`src/rtl/load_store_unit_if.sv`:
```
// Memory-side bus bundle for the load/store unit.
// valid/ready handshake; master = LSU, slave = memory.
interface load_store_unit_if;
    logic        mem_valid;
    logic        mem_we;
    logic [31:0] mem_addr;
    logic [31:0] mem_wdata;
    logic [3:0]  mem_wstrb;
    logic [31:0] mem_rdata;
    logic        mem_ready;
    logic        mem_err;

    modport master (
        output mem_valid, mem_we, mem_addr, mem_wdata, mem_wstrb,
        input  mem_rdata, mem_ready, mem_err
    );

    modport slave (
        input  mem_valid, mem_we, mem_addr, mem_wdata, mem_wstrb,
        output mem_rdata, mem_ready, mem_err
    );
endinterface

```
`src/rtl/load_store_unit.sv`:
```
// Load/store unit: turns a core load/store into one word-aligned bus access,
// steering store lanes, extending load data and flagging faults.
// Ports: clk, rst_n (sync, active-low); core side Req/IsStore/Funct3/Addr/
// StoreData in, Stall/Done/LoadData/Misaligned/AccessErr out; memory side
// through load_store_unit_if.master (mem_*).
// Optional: define LSU_TIMEOUT_EN to abort a bus access after TIMEOUT_CYCLES.
module load_store_unit #(
    parameter int TIMEOUT_CYCLES = 255
) (
    input  logic        clk,
    input  logic        rst_n,
    input  logic        Req,
    input  logic        IsStore,
    input  logic [2:0]  Funct3,
    input  logic [31:0] Addr,
    input  logic [31:0] StoreData,
    output logic        Stall,
    output logic        Done,
    output logic [31:0] LoadData,
    output logic        Misaligned,
    output logic        AccessErr,
    load_store_unit_if.master mem
);

    localparam logic [1:0] IDLE = 2'd0;
    localparam logic [1:0] BUS  = 2'd1;
    localparam logic [1:0] RESP = 2'd2;

    logic [1:0]  state;
    logic        isStoreQ;
    logic [2:0]  funct3Q;
    logic [1:0]  offQ;

    logic        illegal;
    logic        misal;
    logic [31:0] wdataNext;
    logic [3:0]  wstrbNext;
    logic [31:0] shifted;
    logic [7:0]  byteSel;
    logic [15:0] halfSel;
    logic [31:0] loadExt;

`ifdef LSU_TIMEOUT_EN
    localparam int CntW = $clog2(TIMEOUT_CYCLES + 1);
    logic [CntW-1:0] toCnt;
    logic            toHit;
    assign toHit = (toCnt == CntW'(TIMEOUT_CYCLES - 1));
`endif

    assign Stall = Req & ~Done;

    // Funct3 011 and 11x are never legal; unsigned forms only exist for loads.
    assign illegal = (Funct3 == 3'b011)
                   | (Funct3[2:1] == 2'b11)
                   | (IsStore & Funct3[2]);

    assign misal = ((Funct3[1:0] == 2'b01) & Addr[0])
                 | ((Funct3[1:0] == 2'b10) & (|Addr[1:0]));

    always_comb begin
        wdataNext = StoreData;
        wstrbNext = 4'b1111;
        unique case (1'b1)
            (Funct3[1:0] == 2'b00): begin
                wdataNext = {4{StoreData[7:0]}};
                wstrbNext = 4'b0001 << Addr[1:0];
            end
            (Funct3[1:0] == 2'b01): begin
                wdataNext = {2{StoreData[15:0]}};
                wstrbNext = 4'b0011 << Addr[1:0];
            end
            default: ;
        endcase
        if (!IsStore) begin
            wstrbNext = 4'b0000;
        end
    end

    assign shifted = mem.mem_rdata >> {offQ, 3'b000};
    assign byteSel = shifted[7:0];
    assign halfSel = offQ[1] ? mem.mem_rdata[31:16] : mem.mem_rdata[15:0];

    always_comb begin
        loadExt = mem.mem_rdata;
        unique case (1'b1)
            (funct3Q == 3'b000): loadExt = {{24{byteSel[7]}}, byteSel};
            (funct3Q == 3'b001): loadExt = {{16{halfSel[15]}}, halfSel};
            (funct3Q == 3'b100): loadExt = {24'd0, byteSel};
            (funct3Q == 3'b101): loadExt = {16'd0, halfSel};
            default: ;
        endcase
    end

    always_ff @(posedge clk) begin
        if (!rst_n) begin
            state         <= IDLE;
            isStoreQ      <= 1'b0;
            funct3Q       <= 3'd0;
            offQ          <= 2'd0;
            Done          <= 1'b0;
            LoadData      <= 32'd0;
            Misaligned    <= 1'b0;
            AccessErr     <= 1'b0;
            mem.mem_valid <= 1'b0;
            mem.mem_we    <= 1'b0;
            mem.mem_addr  <= 32'd0;
            mem.mem_wdata <= 32'd0;
            mem.mem_wstrb <= 4'd0;
`ifdef LSU_TIMEOUT_EN
            toCnt         <= '0;
`endif
        end else begin
            Done <= 1'b0;
            case (state)
                IDLE: begin
                    if (Req) begin
                        isStoreQ <= IsStore;
                        funct3Q  <= Funct3;
                        offQ     <= Addr[1:0];
                        if (illegal) begin
                            state      <= RESP;
                            Done       <= 1'b1;
                            AccessErr  <= 1'b1;
                            Misaligned <= 1'b0;
                            LoadData   <= 32'd0;
                        end else if (misal) begin
                            state      <= RESP;
                            Done       <= 1'b1;
                            AccessErr  <= 1'b0;
                            Misaligned <= 1'b1;
                            LoadData   <= 32'd0;
                        end else begin
                            state         <= BUS;
                            mem.mem_valid <= 1'b1;
                            mem.mem_we    <= IsStore;
                            mem.mem_addr  <= {Addr[31:2], 2'b00};
                            mem.mem_wdata <= wdataNext;
                            mem.mem_wstrb <= wstrbNext;
`ifdef LSU_TIMEOUT_EN
                            toCnt         <= '0;
`endif
                        end
                    end
                end
                BUS: begin
                    if (mem.mem_ready) begin
                        state         <= RESP;
                        mem.mem_valid <= 1'b0;
                        Done          <= 1'b1;
                        Misaligned    <= 1'b0;
                        AccessErr     <= mem.mem_err;
                        LoadData      <= (mem.mem_err | isStoreQ) ? 32'd0 : loadExt;
                    end
`ifdef LSU_TIMEOUT_EN
                    else if (toHit) begin
                        state         <= RESP;
                        mem.mem_valid <= 1'b0;
                        Done          <= 1'b1;
                        Misaligned    <= 1'b0;
                        AccessErr     <= 1'b1;
                        LoadData      <= 32'd0;
                    end else begin
                        toCnt <= toCnt + 1'b1;
                    end
`endif
                end
                RESP: state <= IDLE;
                default: state <= IDLE;
            endcase
        end
    end

endmodule
```
`src/flat_wrapper.sv`:
```
// flat-port wrapper written by rule: the top's interface ports become plain ports
module load_store_unit_flat 
#(
    parameter int TIMEOUT_CYCLES = 255
)
  (clk, rst_n, Req, IsStore, Funct3, Addr, StoreData, Stall, Done, LoadData, Misaligned, AccessErr, mem_mem_valid, mem_mem_we, mem_mem_addr, mem_mem_wdata, mem_mem_wstrb, mem_mem_rdata, mem_mem_ready, mem_mem_err);
  load_store_unit_if mem_i ();
  input  logic clk;
  input  logic rst_n;
  input  logic Req;
  input  logic IsStore;
  input  logic [2:0] Funct3;
  input  logic [31:0] Addr;
  input  logic [31:0] StoreData;
  output logic Stall;
  output logic Done;
  output logic [31:0] LoadData;
  output logic Misaligned;
  output logic AccessErr;
  output wire logic [$bits(mem_i.mem_valid)-1:0] mem_mem_valid;
  output wire logic [$bits(mem_i.mem_we)-1:0] mem_mem_we;
  output wire logic [$bits(mem_i.mem_addr)-1:0] mem_mem_addr;
  output wire logic [$bits(mem_i.mem_wdata)-1:0] mem_mem_wdata;
  output wire logic [$bits(mem_i.mem_wstrb)-1:0] mem_mem_wstrb;
  input wire logic [$bits(mem_i.mem_rdata)-1:0] mem_mem_rdata;
  input wire logic [$bits(mem_i.mem_ready)-1:0] mem_mem_ready;
  input wire logic [$bits(mem_i.mem_err)-1:0] mem_mem_err;
  assign mem_mem_valid = mem_i.mem_valid;
  assign mem_mem_we = mem_i.mem_we;
  assign mem_mem_addr = mem_i.mem_addr;
  assign mem_mem_wdata = mem_i.mem_wdata;
  assign mem_mem_wstrb = mem_i.mem_wstrb;
  assign mem_i.mem_rdata = mem_mem_rdata;
  assign mem_i.mem_ready = mem_mem_ready;
  assign mem_i.mem_err = mem_mem_err;
  load_store_unit #(.TIMEOUT_CYCLES(TIMEOUT_CYCLES)) u_core (.clk(clk), .rst_n(rst_n), .Req(Req), .IsStore(IsStore), .Funct3(Funct3), .Addr(Addr), .StoreData(StoreData), .Stall(Stall), .Done(Done), .LoadData(LoadData), .Misaligned(Misaligned), .AccessErr(AccessErr), .mem(mem_i));
endmodule
```
`config.mk`:
```
export PLATFORM = sky130hd
export DESIGN_NAME = load_store_unit_flat
export DESIGN_NICKNAME = d
export VERILOG_FILES = /design/src/rtl/load_store_unit_if.sv /design/src/rtl/load_store_unit.sv /design/src/flat_wrapper.sv
export SDC_FILE = /design/constraint.sdc
export NUM_CORES = 1
export LEC_CHECK = 0
export CORE_ASPECT_RATIO = 2
export CORE_MARGIN = 5
export CORE_UTILIZATION = 39
export CTS_CLUSTER_DIAMETER = 40
export DETAILED_ROUTE_END_ITERATION = 8
export GPL_TIMING_DRIVEN = 0
export PLACE_DENSITY = 0.77
export SLEW_MARGIN = 20
export SYNTH_ARGS = -nofsm -noshare
export SYNTH_HDL_FRONTEND = slang
export SYNTH_SLANG_ARGS = --single-unit
export TNS_END_PERCENT = 1
```
`constraint.sdc`:
```
create_clock -name clk -period 1.6 [get_ports clk]
set_input_delay 0.24 -clock clk [delete_from_list [all_inputs] [get_ports clk]]
set_output_delay 0.24 -clock clk [all_outputs]
set_load 0.03 [all_outputs]
```
* Word-level counts from Yosys, hierarchy flattened
Cells that the tools add are included.
** Cells by class
- Equality and inequality tests :: 13
- Shifts and indexed selects :: 3
- Muxes and demuxes :: 35
- Bitwise logic cells :: 11
- Reduce and logical (&&, ||, !) cells :: 10
** Operators by type and width (number)
- 32-bit two-way mux :: 5
- 32-bit case mux with 2 select lines :: 2
- 32-bit case mux with 4 select lines :: 1
- 32-bit by 5-bit >> shifter with 8-bit output :: 1
- 16-bit two-way mux :: 1
- 1-bit two-way mux :: 15
- 2-bit two-way mux :: 4
- 2-bit != test (second input constant) :: 4
- 1-bit case mux with 2 select lines :: 4
- 4-bit case mux with 2 select lines :: 1
- 4-bit AND reduction :: 2
- 3-bit equality test (second input constant) :: 2
- 5-bit AND reduction :: 1
- 1-bit AND :: 4
- 2-bit by 1-bit equality test with 1-bit output (second input constant) :: 2
- 2-bit equality test (second input constant) :: 2
- 2-bit zero test :: 2
- 4-bit two-way mux :: 1
- 1-bit OR :: 4
- 2-bit case mux with 2 select lines :: 1
- 2-bit AND reduction :: 2
- 1-bit by 2-bit << shifter with 4-bit output (first input constant) :: 1
- 2-bit by 2-bit << shifter with 4-bit output (first input constant) :: 1
- 3-bit by 1-bit equality test with 1-bit output (second input constant) :: 1
- other kinds (6) :: 8
** Word-level totals
- Flip-flop bits (word level) :: 111
- Word-level logic and storage cells :: 85

* Logic depth before layout (Yosys ltp)
Gate-level depths: netlist (run 1).
- Depth in word-level cells :: 7
- Depth in mapped cells :: 7

* Worst setup path after synthesis (run 1)
Ideal clock, no wire load.
- Path kind :: reg2reg
- Start :: register u_core.offQ[1]
- End :: register u_core.LoadData[21]
- Setup time :: 0.121 ns
- Data arrival time :: 1.492 ns
- Data required time :: 1.479 ns
- Path slack :: -0.012 ns
- Cell stages (with the launch flop) :: 6
- Path buffers :: 1
- Period minus slack after synthesis :: 1.612 ns
- Cells stage by stage :: dfxtp_1 mux4_2 nor3b_2 o21ai_2 buf_6 o21ai_0
** Between the ends
- Word-level cells in the longest chain between the ends :: 5
** Ends and longest elaborated chain
- start: declaration :: line load_store_unit.sv:32 : logic [1:0] offQ;
- start signal: assignment :: line load_store_unit.sv:119 : offQ <= Addr[1:0];
- 32-bit by 5-bit >> shifter with 8-bit output / 16-bit two-way mux (equally long branches) :: line load_store_unit.sv:79, load_store_unit.sv:81
- 32-bit case mux with 4 select lines * :: line load_store_unit.sv:85 : unique case (1'b1)
- 32-bit two-way mux * :: line load_store_unit.sv:152 : LoadData <= (mem.mem_err | isStoreQ) ? 32'd0 : loadExt;
- 32-bit two-way mux * :: line load_store_unit.sv:146 : if (mem.mem_ready) begin
- 32-bit case mux with 2 select lines * :: line load_store_unit.sv:114 : case (state)
- end signal: assignment :: line load_store_unit.sv:152
- end: declaration :: line load_store_unit.sv:19 : output logic [31:0] LoadData,
Mark *: on every way between the ends. The rest lies on a longest branch, timed or not. The select of a mux whose other input is x is not followed.
A chain may end at the register's enable or synchronous reset.

* Final worst setup path (run 1)
- Start :: register u_core.offQ[1]
- End :: register u_core.LoadData[25]
The elaborated chain is that of the path after synthesis.

==> results of run 1 <==
power breakdown:
part           internal [mW]  switching, mW  leakage [nW]  total (mW)
registers               2.88         0.0672         0.904        2.94
logic                  0.628          0.787          2.70        1.42
clock network           1.23           1.11         0.147        2.34
total                   4.74           1.96          3.75        6.70
sequential cells by signal (all words and copies together) (netlist names):
signal                count
u_core.mem.mem_valid      1
u_core.mem.mem_wdata     32
u_core.mem.mem_wstrb      4
u_core.AccessErr          1
u_core.LoadData          32
u_core.mem.mem_we         1
u_core.Misaligned         1
u_core.offQ               2
u_core.state              2
u_core.mem.mem_addr      30
u_core.isStoreQ           1
u_core.funct3Q            3
u_core.Done               1
cell type report:
class                      instances  area (um2)  area share
multi-input combinational        437        2704      0.3463
sequential                       111        2230      0.2856
timing repair buffer             213        2026      0.2595
buffer                            50       299.0     0.03830
clock buffer                       9       225.2     0.02885
tap                              152       190.2     0.02436
clock inverter                     7       77.57    0.009936
inverter                          14       56.30    0.007212
cells in the final DEF (no fill, tap or decap), types with 3 or more instances in the layout:
master           synthesis  routed
nand2b_1                 3       3
clkbuf_2                 0       6
o21ai_1                  1      10
dlygate4sd2_1            0      99
dfxtp_1                111     107
nand2_1                160     159
o211ai_1                 4       4
mux2i_1                 22      22
nor2b_1                 26      26
inv_1                   13      13
a21oi_2                  0       3
a22o_1                   7       7
a21boi_1                28      28
inv_6                    0       3
clkdlybuf4s50_1          0      94
nand3_1                 16      16
o21ai_2                  2       7
o22ai_1                  7       7
o21ai_0                 56      41
buf_6                    6      10
buf_4                    3      10
buf_2                   14      11
dfxtp_2                  0       3
o211a_1                 17      17
clkbuf_16                0       9
clkbuf_1                27      19
nor4_4                   1       3
and3b_1                  7       7
a21boi_0                23      23
dlymetal6s2s_1           0      12
nor2_1                   9       9
a21oi_1                 12       9
a211o_1                  8       8
o21a_1                   3       3
cell families after synthesis:
| logic type | after synthesis |
|---|---|
| and+or+nand+nor | 233 |
| AOI/OAI and AO/OA | 178 |
| DFF | 111 |
| buffers and inverters | 64 |
| muxes | 24 |
| other | 1 |
final timing paths:
| kind | start | end | slack (ns) |
|---|---|---|---|
| setup reg to reg | u_core.offQ[1]$_SDFFE_PN0P_ | u_core.LoadData[25]$_SDFFE_PN0P_ | -0.09 |
| hold / removal | IsStore | u_core.mem.mem_we$_SDFFE_PN0P_ | 0.25 |
| hold reg to reg | u_core.LoadData[10]$_SDFFE_PN0P_ | u_core.LoadData[10]$_SDFFE_PN0P_ | 0.44 |
| setup / recovery | u_core.offQ[1]$_SDFFE_PN0P_ | u_core.LoadData[25]$_SDFFE_PN0P_ | -0.09 |
metal layers:
metal	part of all wire	routed length, um	vias up
li1	-	-	2544
met1	0.34	6232	2411
met2	0.56	10120	193
met3	0.057	1037	51
met4	0.044	807	0
met5	0	0	-
timing repair:
item,in CTS,in global routing
endpoints found under the setup margin,195,98
gates resized for setup,120,56
pin swaps,6,14
hold buffers,0,0
buffers inserted,2,5
gates cloned,0,1
critical path, stage by stage (launching register included):
cell and delay (ns):
dfxtp_4 0.36, mux4_2 0.52, nor3b_4 0.18, o21ai_4 0.29, buf_6 0.18, o21ai_2 0.05
==> impl_metrics.yaml, run 1 <==
outcome:
  outcome: "finished, violations left"
  violations: "setup timing"
die:
  dieArea_um2: 15680
  coreArea_um2: 12990
  die-height_um: 172.1
  initial_utilization: 0.3945
  die_x_um: 91.07
  num_rows: 59
  pin_count: 211
synthesis:
  synth_top_family_by_area: "compound AO/OA/AOI/OAI gates"
  syn_area_per_cell_um2: 8.390
  synth_fa_ha_area_frac: 0
  synth_area_leader_cell: "dfxtp_1"
  yosys.area_share.simple: 0.2082
  synthArstFlopShare: 0
  netlist.area_leader.share: 0.4335
  yosysWarnings: 0
  synth_compound_area_frac: 0.2468
  synth_commonest_cells: "160 x nand2_1, 111 x dfxtp_1, 56 x o21ai_0, 28 x a21boi_1, 27 x clkbuf_1"
  synth.most_common_cell: "nand2_1"
  synthTopCellsByArea: "dfxtp_1 43%, nand2_1 12%, o21ai_0 5.5%, mux2i_1 4.3%, a21boi_1 4.1%"
  seq_area_frac_synth: 0.4335
  ys_types: 50
  synthXorXnorAreaFrac: 0
  synth.area.mux_share: 0.04955
  ys_ff_latch: 111
  synth_area_um2: 5126
  synthCells: 611
  synth-main-ff-cell: "dfxtp_1"
  synth_edf_count: 0
placed_design:
  dp_worst_setup_slack_ns: -0.6459
  dp_hpwl_mm: 14.05
  place.gp.congestion: 0.9427
  placed_area_um2: 7373
  placed_cells: 969
  io_buffers: 205
sta:
  finalSetupTns_ns: -1.083
  maxSlewHeadroom: 0.6218
  setup_violations: 24
  hold_viol: 0
  fin_skew_ns: 0.008304
  slew_viol_final: 0
  setup_slack_ns: -0.09402
  worst-slew-pin-transition_ns: 0.5674
  holdWs_ns: 0.2504
  max_freq_mhz: 590.3
  min_period_ns: 1.694
  fin_crit_sh: 1.059
  rsz0062_at_grt: "true"
cts:
  clockBufferDepth: 2
  cts_sinks: 111
  root_buffer: "clkbuf_16"
  cts_tree: "built"
  cts_buffers: 9
  clk_latency_ns: 0.35
  htree_levels: 3
  clkTransAtPathRegs_ns: 0.08
global_routing:
  overflow: 0
  grt_pass1_vias: 5163
  grt_use_total: 0.2223
  grt_start_max_net_pins: 20
  grtUsageMet1: 0.2249
  grt_antenna_before_repair: 0
  grt_pass1_wl_mm: 27.66
  grt.met2_usage: 0.4287
  top_usage_layer: "met2"
  grt_util_met3: 0.04702
min_path:
  hp-class: "in -> reg"
  min_path_cells: 3
setup_path:
  start_kind: "flop"
  worstSetupEndpointType: "flop"
  required_ns: 1.85
  cp_max_fo: 8
  r2r_cells: 5
  critPathArrivalTime_ns: 1.94
  worstSetupPathType: "reg -> reg"
pwr:
  p_total_mw: 6.703
  p_per_area_nw_per_um2: 858.6
  p_leak_nw: 3.751
  ir_drop_mv: 0.5696
layout:
  insertedDiodeCount: 0
  final_nets: 941
  nFillCells: 1198
  drive_gt1_frac: 0.1023
  fin_util: 0.6009
  fin_area_um2: 7807
  syn_to_final_growth_pct: 52.31
  finalNonFillerCells: 993
route:
  drc: 0
  wl_mm: 18.20
  vias_per_cell: 5.236
  antenna_left: 0
  drt-initial-drc-count: 200
  wl_per_cell_um: 18.33
  vias: 5199
  drtPass1Iterations: 5
flow_run:
  maxCapViolations: 0
(Power assumes the default switching activity.)
==> run 2, diff against run 1 <==
- SKIP_LAST_GASP: unset -> 1
==> run 2 against run 1 <==
  * The flow still finishes with violations (setup timing)
  * Sequential power is essentially flat
  * Core utilization grew 0.27 points
  * Register-to-register slack about the same
  * Wire length is 1.4% lower
  * Die area unchanged
  * Flip-flop and latch count stayed put
  * Non-clock buffer count is 2 lower
  * Hold slack improved by 0.0021 ns
  * Highest routed layer unchanged
==> impl_metrics.yaml, run 2 (synthesized netlist as in run 1, its figures left out) <==
layout:
  insertedDiodeCount: 0
  layout_commonest_cell: "clkdlybuf4s50_1"
  final_nets: 939
  finalNonFillerCells: 991
  final_cell_mix: "198 x clkdlybuf4s50_1, 160 x nand2_1, 107 x dfxtp_1, 48 x o21ai_0, 28 x a21boi_1"
  fin_util: 0.6036
  syn_to_final_growth_pct: 52.99
  drive_gt1_frac: 0.09535
  fin_area_um2: 7843
  reg.largest.list: "u_core.LoadData: 32 flops, u_core.mem.mem_wdata: 32 flops, u_core.mem.mem_addr: 30 flops"
die:
  dieArea_um2: 15680
  die-height_um: 172.1
  pin_count: 211
  coreArea_um2: 12990
  initial_utilization: 0.3945
  num_rows: 59
  die_x_um: 91.07
outcome:
  violations: "setup timing"
  outcome: "finished, violations left"
setup_path:
  rr_endpoint: "u_core.LoadData[21]$_SDFFE_PN0P_"
  r2r_slack_ns: -0.1
  cp.depth: 6
  r2r_cells: 5
  crit_chain: "clkdlybuf4s50_1 -> mux4_2 -> nor3b_4 -> o21ai_4 -> buf_6 -> o21ai_0"
  critPathMaxStageDelay_ns: 0.53
  cp-startpoint: "mem_mem_rdata[31]"
  worstSetupPathType: "in -> reg"
  slowest_stage: "mux4_2"
  start_kind: "input port"
  worstSetupEndpointType: "flop"
  critPathArrivalTime_ns: 1.94
  critPathBufInv: 2
  crit_path_end: "u_core.LoadData[21]$_SDFFE_PN0P_"
  required_ns: 1.84
  reg2reg_from: "u_core.offQ[1]$_SDFFE_PN0P_"
  critical-path-top-delay-family: "buffers and inverters"
  cp_max_fo: 8
cts:
  cts_sinks: 111
  cts_tree: "built"
  htree_levels: 3
  clk_latency_ns: 0.35
  root_buffer: "clkbuf_16"
  cts_buffers: 9
  clockBufferDepth: 2
  clkTransAtPathRegs_ns: 0.08
sta:
  holdWs_ns: 0.2525
  worst-slew-pin-transition_ns: 0.5728
  rsz0062_at_grt: "true"
  maxSlewHeadroom: 0.6181
  min_period_ns: 1.699
  finalSetupTns_ns: -2.510
  setup_slack_ns: -0.09874
  max_freq_mhz: 588.7
  hold_viol: 0
  slew_viol_final: 0
  fin_skew_ns: 0.01151
  setup_violations: 87
  fin_crit_sh: 1.062
placed_design:
  dp_hpwl_mm: 14.05
  placed_area_um2: 7373
  place.gp.congestion: 0.9427
  dp_worst_setup_slack_ns: -0.6459
  io_buffers: 205
  placed_cells: 969
route:
  vias: 5172
  drc: 0
  vias_per_cell: 5.219
  antenna_left: 0
  drtPass1Iterations: 5
  wl_per_cell_um: 18.10
  drt-initial-drc-count: 175
  wl_mm: 17.94
min_path:
  hp-class: "in -> reg"
global_routing:
  grt_antenna_before_repair: 0
  grt_pass1_vias: 5163
  overflow: 0
  grt_pass1_wl_mm: 27.40
  grt_use_total: 0.2207
  grt_start_max_net_pins: 20
pwr:
  p_leak_nw: 3.130
  p_per_area_nw_per_um2: 858.9
  ir_drop_mv: 0.5646
  p_total_mw: 6.736
flow_run:
  maxCapViolations: 0
run 2: cell count changes in the layout (fill, tap and decap cells not counted), sizes merged:
cell	change
buf	-2
clkdlybuf4s50	+104
clkinv	+1
clkinvlp	-1
dlygate4sd2	-96
dlymetal6s2s	-8
run 2: worst min-delay path by stage:
stage	startpoint	depth (start not counted)	endpoint
5_1_grt	IsStore	3	u_core.mem.mem_we$_SDFFE_PN0P_
6_report	IsStore	3	u_core.mem.mem_we$_SDFFE_PN0P_
4_1_cts	IsStore	3	u_core.mem.mem_we$_SDFFE_PN0P_
3_5_place_dp	u_core.LoadData[16]$_SDFFE_PN0P_	2	u_core.LoadData[16]$_SDFFE_PN0P_
3_3_place_gp	u_core.LoadData[16]$_SDFFE_PN0P_	2	u_core.LoadData[16]$_SDFFE_PN0P_
2_1_floorplan	Addr[23]	2	u_core.mem.mem_addr[23]$_SDFFE_PN0P_
run 2: layer usage:
metal	global-route usage	routed length, um
met1	0.2222	6177
met2	0.4177	9803
met3	0.04789	1009
met4	0.1143	947
met5	0	0
run 2: worst reg2reg max path, delay by kind of cell, from the launching register on:
family / cells / cell delay (ns)
AO/OA/AOI/OAI: 2 / 0.34
flip-flops: 1 / 0.38
buffers and inverters: 1 / 0.17
multiplexers: 1 / 0.53
AND/OR/NAND/NOR: 1 / 0.18
run 2: final cells by class:
cell class	instances	area, um2
fill	1159	5150
multi-input combinational	437	2668
sequential	111	2230
timing repair buffer	211	2111
buffer	50	289.0
clock buffer	9	225.2
tap	152	190.2
clock inverter	7	77.57
inverter	14	52.55
run 2: power breakdown:
group	total, mW	switching (mW)	internal, mW
sequential	2.95	0.0701	2.88
clock	2.33	1.10	1.23
combinational	1.46	0.774	0.684
run 2: what timing repair did:
item                                    CTS  global route
resized for setup                         9            51
setup buffers                             2             3
cloned                                    0             1
endpoints found under the setup margin  195           208
hold buffers                              0             0
pin swaps                                 2            10
